==> config.mk <==
export PLATFORM = sky130hd
export DESIGN_NAME = hv_assoc_search
export DESIGN_NICKNAME = d
export VERILOG_FILES = /design/src/rtl/hv_assoc_pkg.sv /design/src/rtl/hv_popcount.sv /design/src/rtl/hv_assoc_search.sv
export SDC_FILE = /design/constraint.sdc
export NUM_CORES = 2
export LEC_CHECK = 0
export BUFFER_PORTS_ARGS = -buffer_cell sky130_fd_sc_hd__buf_2
export CAP_MARGIN = 25
export CELL_PAD_IN_SITES_DETAIL_PLACEMENT = 0
export CELL_PAD_IN_SITES_GLOBAL_PLACEMENT = 2
export CORE_AREA = 2 2 415 417
export CTS_CLUSTER_SIZE = 28
export DETAILED_ROUTE_END_ITERATION = 12
export DIE_AREA = 0 0 417 419
export PLACE_DENSITY = 0.7
export SYNTH_ARGS = -nofsm -noshare
export SYNTH_HDL_FRONTEND = slang
export SYNTH_SLANG_ARGS = --single-unit
==> constraint.sdc <==
create_clock -name clk_i -period 16.1 [get_ports clk_i]
set_input_delay 3.22 -clock clk_i [delete_from_list [all_inputs] [get_ports clk_i]]
set_output_delay 3.22 -clock clk_i [all_outputs]
set_load 0.01 [all_outputs]
==> src/rtl/hv_assoc_pkg.sv <==
// Shared types and default sizing for the hypervector associative-memory search.
// Imported by the search top level.
package hv_assoc_pkg;

    localparam int DefHVDimension = 512;
    localparam int DefNumClass    = 32;

    typedef logic [1:0] state_t;

    localparam state_t StIdle   = 2'd0;
    localparam state_t StSearch = 2'd1;
    localparam state_t StDone   = 2'd2;

endpackage

==> src/rtl/hv_popcount.sv <==
// Combinational adder-tree popcount: W input bits, $clog2(W)+1 output bits.
// The input is split in half recursively, and the two half-counts are summed at each level.
module hv_popcount #(
    parameter int W = 8
) (
    input  logic [W-1:0]       i_bits,
    output logic [$clog2(W):0] o_count
);

    localparam int OW = $clog2(W) + 1;

    if (W == 1) begin : g_leaf
        assign o_count = i_bits;
    end else begin : g_split
        localparam int WL = W / 2;
        localparam int WH = W - WL;

        logic [$clog2(WL):0] w_lo;
        logic [$clog2(WH):0] w_hi;

        hv_popcount #(.W(WL)) u_lo (
            .i_bits  (i_bits[WL-1:0]),
            .o_count (w_lo)
        );

        hv_popcount #(.W(WH)) u_hi (
            .i_bits  (i_bits[W-1:WL]),
            .o_count (w_hi)
        );

        assign o_count = OW'(w_lo) + OW'(w_hi);
    end

endmodule

==> src/rtl/hv_assoc_search.sv <==
// Sequential nearest-class search. Class hypervectors stream from external memory at one per cycle.
// The minimum Hamming distance is tracked, and ties keep the lowest index.
module hv_assoc_search
    import hv_assoc_pkg::*;
#(
    parameter int HVDimension    = DefHVDimension,
    parameter int NumClass       = DefNumClass,
    parameter int ClassAddrWidth = $clog2(NumClass),
    parameter int DistWidth      = $clog2(HVDimension) + 1
) (
    input  logic                      clk_i,
    input  logic                      rst_ni,
    input  logic [HVDimension-1:0]    query_i,
    input  logic                      query_valid_i,
    output logic                      query_ready_o,
    input  logic [ClassAddrWidth:0]   num_class_i,
    output logic                      class_req_o,
    output logic [ClassAddrWidth-1:0] class_addr_o,
    input  logic [HVDimension-1:0]    class_data_i,
    output logic [ClassAddrWidth-1:0] predict_o,
    output logic [DistWidth-1:0]      dist_o,
    output logic                      predict_valid_o,
    input  logic                      predict_ready_i,
    output logic                      busy_o
);

    localparam logic [ClassAddrWidth:0] NMax = (ClassAddrWidth + 1)'(NumClass);
    localparam logic [ClassAddrWidth:0] NOne = (ClassAddrWidth + 1)'(1);

    state_t                    r_state;
    logic [HVDimension-1:0]    r_query;
    logic [ClassAddrWidth:0]   r_n;
    logic [ClassAddrWidth:0]   r_cnt;
    logic                      r_req;
    logic [ClassAddrWidth-1:0] r_addr;
    logic                      r_dvalid;
    logic [ClassAddrWidth-1:0] r_daddr;
    logic [DistWidth-1:0]      r_min;
    logic [ClassAddrWidth-1:0] r_idx;
    logic [DistWidth-1:0]      r_dist;
    logic [ClassAddrWidth-1:0] r_pred;
    logic                      r_pvalid;

    logic [ClassAddrWidth:0]   w_n_eff;
    logic [ClassAddrWidth:0]   w_n_m1;
    logic [DistWidth-1:0]      w_dist;
    logic [DistWidth-1:0]      w_min_nx;
    logic [ClassAddrWidth-1:0] w_idx_nx;
    logic                      w_last;

    hv_popcount #(.W(HVDimension)) u_popcount (
        .i_bits  (r_query ^ class_data_i),
        .o_count (w_dist)
    );

    // Clamp the requested class count: zero or out-of-range means search every class.
    always_comb begin
        w_n_eff = num_class_i;
        if ((num_class_i == '0) || (num_class_i > NMax)) begin
            w_n_eff = NMax;
        end else begin
            w_n_eff = num_class_i;
        end
    end

    // Strict less-than update, so an equal distance never displaces an earlier index.
    always_comb begin
        w_min_nx = r_min;
        w_idx_nx = r_idx;
        if (r_dvalid && (w_dist < r_min)) begin
            w_min_nx = w_dist;
            w_idx_nx = r_daddr;
        end else begin
            w_min_nx = r_min;
            w_idx_nx = r_idx;
        end
    end

    assign w_n_m1 = r_n - NOne;
    assign w_last = r_dvalid && (r_daddr == w_n_m1[ClassAddrWidth-1:0]);

    // Search FSM: issue reads, track the minimum, and hold the result until it is consumed.
    always_ff @(posedge clk_i or negedge rst_ni) begin
        if (!rst_ni) begin
            r_state  <= StIdle;
            r_query  <= '0;
            r_n      <= '0;
            r_cnt    <= '0;
            r_req    <= 1'b0;
            r_addr   <= '0;
            r_min    <= '1;
            r_idx    <= '0;
            r_dist   <= '0;
            r_pred   <= '0;
            r_pvalid <= 1'b0;
        end else begin
            case (r_state)
                StIdle: begin
                    r_pvalid <= 1'b0;
                    if (query_valid_i) begin
                        r_query <= query_i;
                        r_n     <= w_n_eff;
                        r_cnt   <= NOne;
                        r_req   <= 1'b1;
                        r_addr  <= '0;
                        r_min   <= '1;
                        r_idx   <= '0;
                        r_state <= StSearch;
                    end else begin
                        r_req   <= 1'b0;
                    end
                end
                StSearch: begin
                    if (r_cnt < r_n) begin
                        r_req  <= 1'b1;
                        r_addr <= r_cnt[ClassAddrWidth-1:0];
                        r_cnt  <= r_cnt + NOne;
                    end else begin
                        r_req  <= 1'b0;
                    end
                    r_min <= w_min_nx;
                    r_idx <= w_idx_nx;
                    if (w_last) begin
                        r_state  <= StDone;
                        r_pvalid <= 1'b1;
                        r_pred   <= w_idx_nx;
                        r_dist   <= w_min_nx;
                    end else begin
                        r_pvalid <= 1'b0;
                    end
                end
                StDone: begin
                    r_req <= 1'b0;
                    if (predict_ready_i) begin
                        r_pvalid <= 1'b0;
                        r_state  <= StIdle;
                    end else begin
                        r_pvalid <= 1'b1;
                    end
                end
                default: begin
                    r_state  <= StIdle;
                    r_req    <= 1'b0;
                    r_pvalid <= 1'b0;
                end
            endcase
        end
    end

    // Delay the request by one cycle to mark when the returned memory data is valid.
    always_ff @(posedge clk_i or negedge rst_ni) begin
        if (!rst_ni) begin
            r_dvalid <= 1'b0;
            r_daddr  <= '0;
        end else begin
            r_dvalid <= r_req;
            r_daddr  <= r_addr;
        end
    end

    assign query_ready_o   = (r_state == StIdle);
    assign busy_o          = (r_state == StSearch) || (r_state == StDone);
    assign class_req_o     = r_req;
    assign class_addr_o    = r_addr;
    assign predict_o       = r_pred;
    assign dist_o          = r_dist;
    assign predict_valid_o = r_pvalid;

endmodule

==> flow_summary_export.csv <==
group,metric,value,unit
status,outcome,"completed",
timing,fmax,0.0729,GHz
clock_tree,insertion_delay,0.68,ns
timing,tns,0,ns
synth,syn_nets,5605,
timing,finalMaxSlewViolations,0,
drt,dr.pass1.iters,5,
synth,syn_inst,3991,
placed_design,dpl.hpwl,135000,um
synth,yosysTopAreaCell,"dfrtp_1",
drt,final_antenna_net_count,0,
clock_tree,cts_resized,0,
job,max_cap_violations,0,
clock_tree,numClockSinks,569,
clock_tree,cts_buffers,81,
drt,drc,0,
grt,grt_pass1_vias,31920,
placed_design,dp_cells,7179,
grt,antenna_found_initial,127,
drt,drt_iter0_markers,1369,
synth,synthDistinctLibCells,50,
synth,synth.most_common_cell,"nand2_1",
setup_path,slowest_delay,0.71,ns
drt,vias_per_cell,4.00,
layout,seqCellArea,14300,sq um
clock_tree,clockBufferDepth,3,
clock_tree,htreeDepth,3,
grt,grt_overflow_total,0,
timing,min_period_over_period,85.2,%
clock_tree,clk_pin_slew,0.06,ns
setup_path,critical_path_class,"input port to flop",
synth,synth.avg_cell_area,9.80,sq um
setup_path,endpoint_kind,"flop",
synth,synthTopCellsByArea,"dfrtp_1 36%, fa_1 25%, nand2_1 15%, xor2_1 6.6%, xnor2_1 5.1%",
grt,grt_pass1_wl,227000,um
layout,area_delta_synth_final,27.6,%
synth,synth_edf_count,0,
placed_design,place.gp.congestion,0.880,
timing,hold_viol,0,
drt,totalWireLength,162000,um
setup_path,critical_path_peak_fanout,15,
timing,fin_crit,13.72,ns
timing,worst_slew_pin_slew,1.10,ns
floorplanning,die_area,175000,sq um
setup_path,critPathArrivalTime,14.27,ns
floorplanning,ios,1058,
setup_path,timing.critical_path.mode_cell,"fa_1",
floorplanning,die_h,419,um
layout,fillers,18330,
timing,rsz0062_at_grt,"no",
drt,dr_total_vias,29565,
setup_path,slowest_stage,"fa_1",
clock_tree,cts_hold_buf,0,
layout,final_cells,7387,
synth,synth_common_cells,"1546 x nand2_1, 559 x dfrtp_1, 497 x inv_1, 495 x fa_1, 293 x xor2_1",
placed_design,portBuffers,1057,
floorplanning,die_w,417,um
grt,grtUsageTotal,18.4,%
grt,grt_max_degree,182,
floorplanning,start_util,22.9,%
setup_path,start_kind,"input port",
timing,slew_headroom,26.8,%
floorplanning,num_rows,152,
drt,wl_per_cell,21.9,um
layout,multiInputGateArea,22600,sq um
min_path,worstHoldPathType,"flop to flop",
floorplanning,core_area,171000,sq um
synth,yosysSeqAreaShare,36.4,%
clock_tree,cts_setup_buffers,0,
clock_tree,cts_tree,"yes",
layout,final_nets,6644,
synth,yosysWarnings,0,
clock_tree,root_buffer,"clkbuf_16",
timing,setup_violations,0,
setup_path,required,16.65,ns
synth,synth_top_area_share,35.7,%
synth,synth_area,39100,sq um
synth,async_reset_ff_share,100,%
synth,ys_seq_elements,569,
timing,finClkSkew,0.0330,ns
layout,drive_gt1_share,24.5,%
synth,synth-main-ff-cell,"dfrtp_1",
==> placed cells by master, fill, tap and decap left out, types with 6 or more instances in the layout <==
cell	n
fa_1	495
dfstp_2	10
mux2_4	6
clkinv_2	9
o21ai_0	16
clkbuf_16	84
buf_2	1056
a2bb2oi_1	9
a21oi_1	16
clkbuf_8	15
ha_1	85
dfrtp_1	559
xor2_1	293
inv_1	497
bufinv_16	8
nand2_1	1545
mux2_2	19
a22o_1	11
diode_2	61
xnor2_1	229
buf_4	14
nor2_1	12
clkbuf_1	23
nand3b_1	6
==> registers in the layout, indices dropped and copies added, names as in the netlist <==
signal           cells
class_addr_o         5
r_state              2
predict_valid_o      1
r_dvalid             1
r_daddr              5
r_idx                5
r_n                  6
r_query            512
class_req_o          1
r_min               10
r_cnt                6
predict_o            5
dist_o              10
==> stage by stage <==
step / util [%] / area, sq um / setup slack (ns) / hold slack, ns
after floorplan: - / 39100 / 2.84 / 0.416
after global placement: 27.5 / 47000 / 1.43 / 0.429
after detailed placement: 27.5 / 47000 / 1.43 / 0.421
after CTS: 29.2 / 49700 / 2.15 / 0.437
after global routing: 29.2 / 49900 / 2.01 / 0.444
final: 29.3 / 49900 / 2.38 / 0.437
==> cell type report <==
cell class	instances	share of cell area (%)
Inverter	497	3.74
Multi-Input combinational cell	2804	45.2
Clock inverter	24	0.757
Sequential cell	569	28.6
Tap cell	2233	5.60
Clock buffer	122	4.80
Antenna cell	61	0.306
Timing Repair Buffer	1077	11.1
==> cells by family after synthesis <==
family | share of synthesized area (%)
DFF | 36.4
and+or+nand+nor | 15.5
muxes | 0.879
xor gates and xnor gates | 11.7
adders and majority gates | 28.0
buffers and inverters | 5.95
AOI/OAI and AO/OA | 1.49
==> worst max-delay path, delay by kind of cell <==
kind	cells	cell delay, ns
xor+xnor	1	0.14
compound gates	8	1.82
buf+inv	12	0.99
simple gates	1	0.18
fa+ha+maj	16	7.88
==> per-layer routing <==
metal	global-route usage (%)	up-vias	wire (um)
met5	0	-	431
met3	4.65	308	8980
li1	-	13914	-
met2	32.0	832	82700
met4	7.18	70	5690
met1	21.7	14441	64200
==> path summary, 6_finish.rpt <==
| kind | start | to | slack (ns) | cells after the start |
|---|---|---|---|---|
| max | class_data_i[261] | r_idx[0]$_DFFE_PN0P_ | 2.38 | 38 |
| min | class_addr_o[4]$_DFFE_PN0P_ | r_daddr[4]$_DFF_PN0_ | 0.44 | 0 |
| max reg2reg | r_query[261]$_DFFE_PN0P_ | r_idx[0]$_DFFE_PN0P_ | 4.63 | 37 |
| min reg2reg | class_addr_o[4]$_DFFE_PN0P_ | r_daddr[4]$_DFF_PN0_ | 0.44 | 0 |
| max in group asynchronous | rst_ni | r_query[210]$_DFFE_PN0P_ | 10.76 | 4 |
| min in group asynchronous | rst_ni | r_query[387]$_DFFE_PN0P_ | 2.49 | 1 |
Power is left out: the tool's default activity adds up to more than one toggle a clock period on the data nets, which glitch-free logic cannot reach.
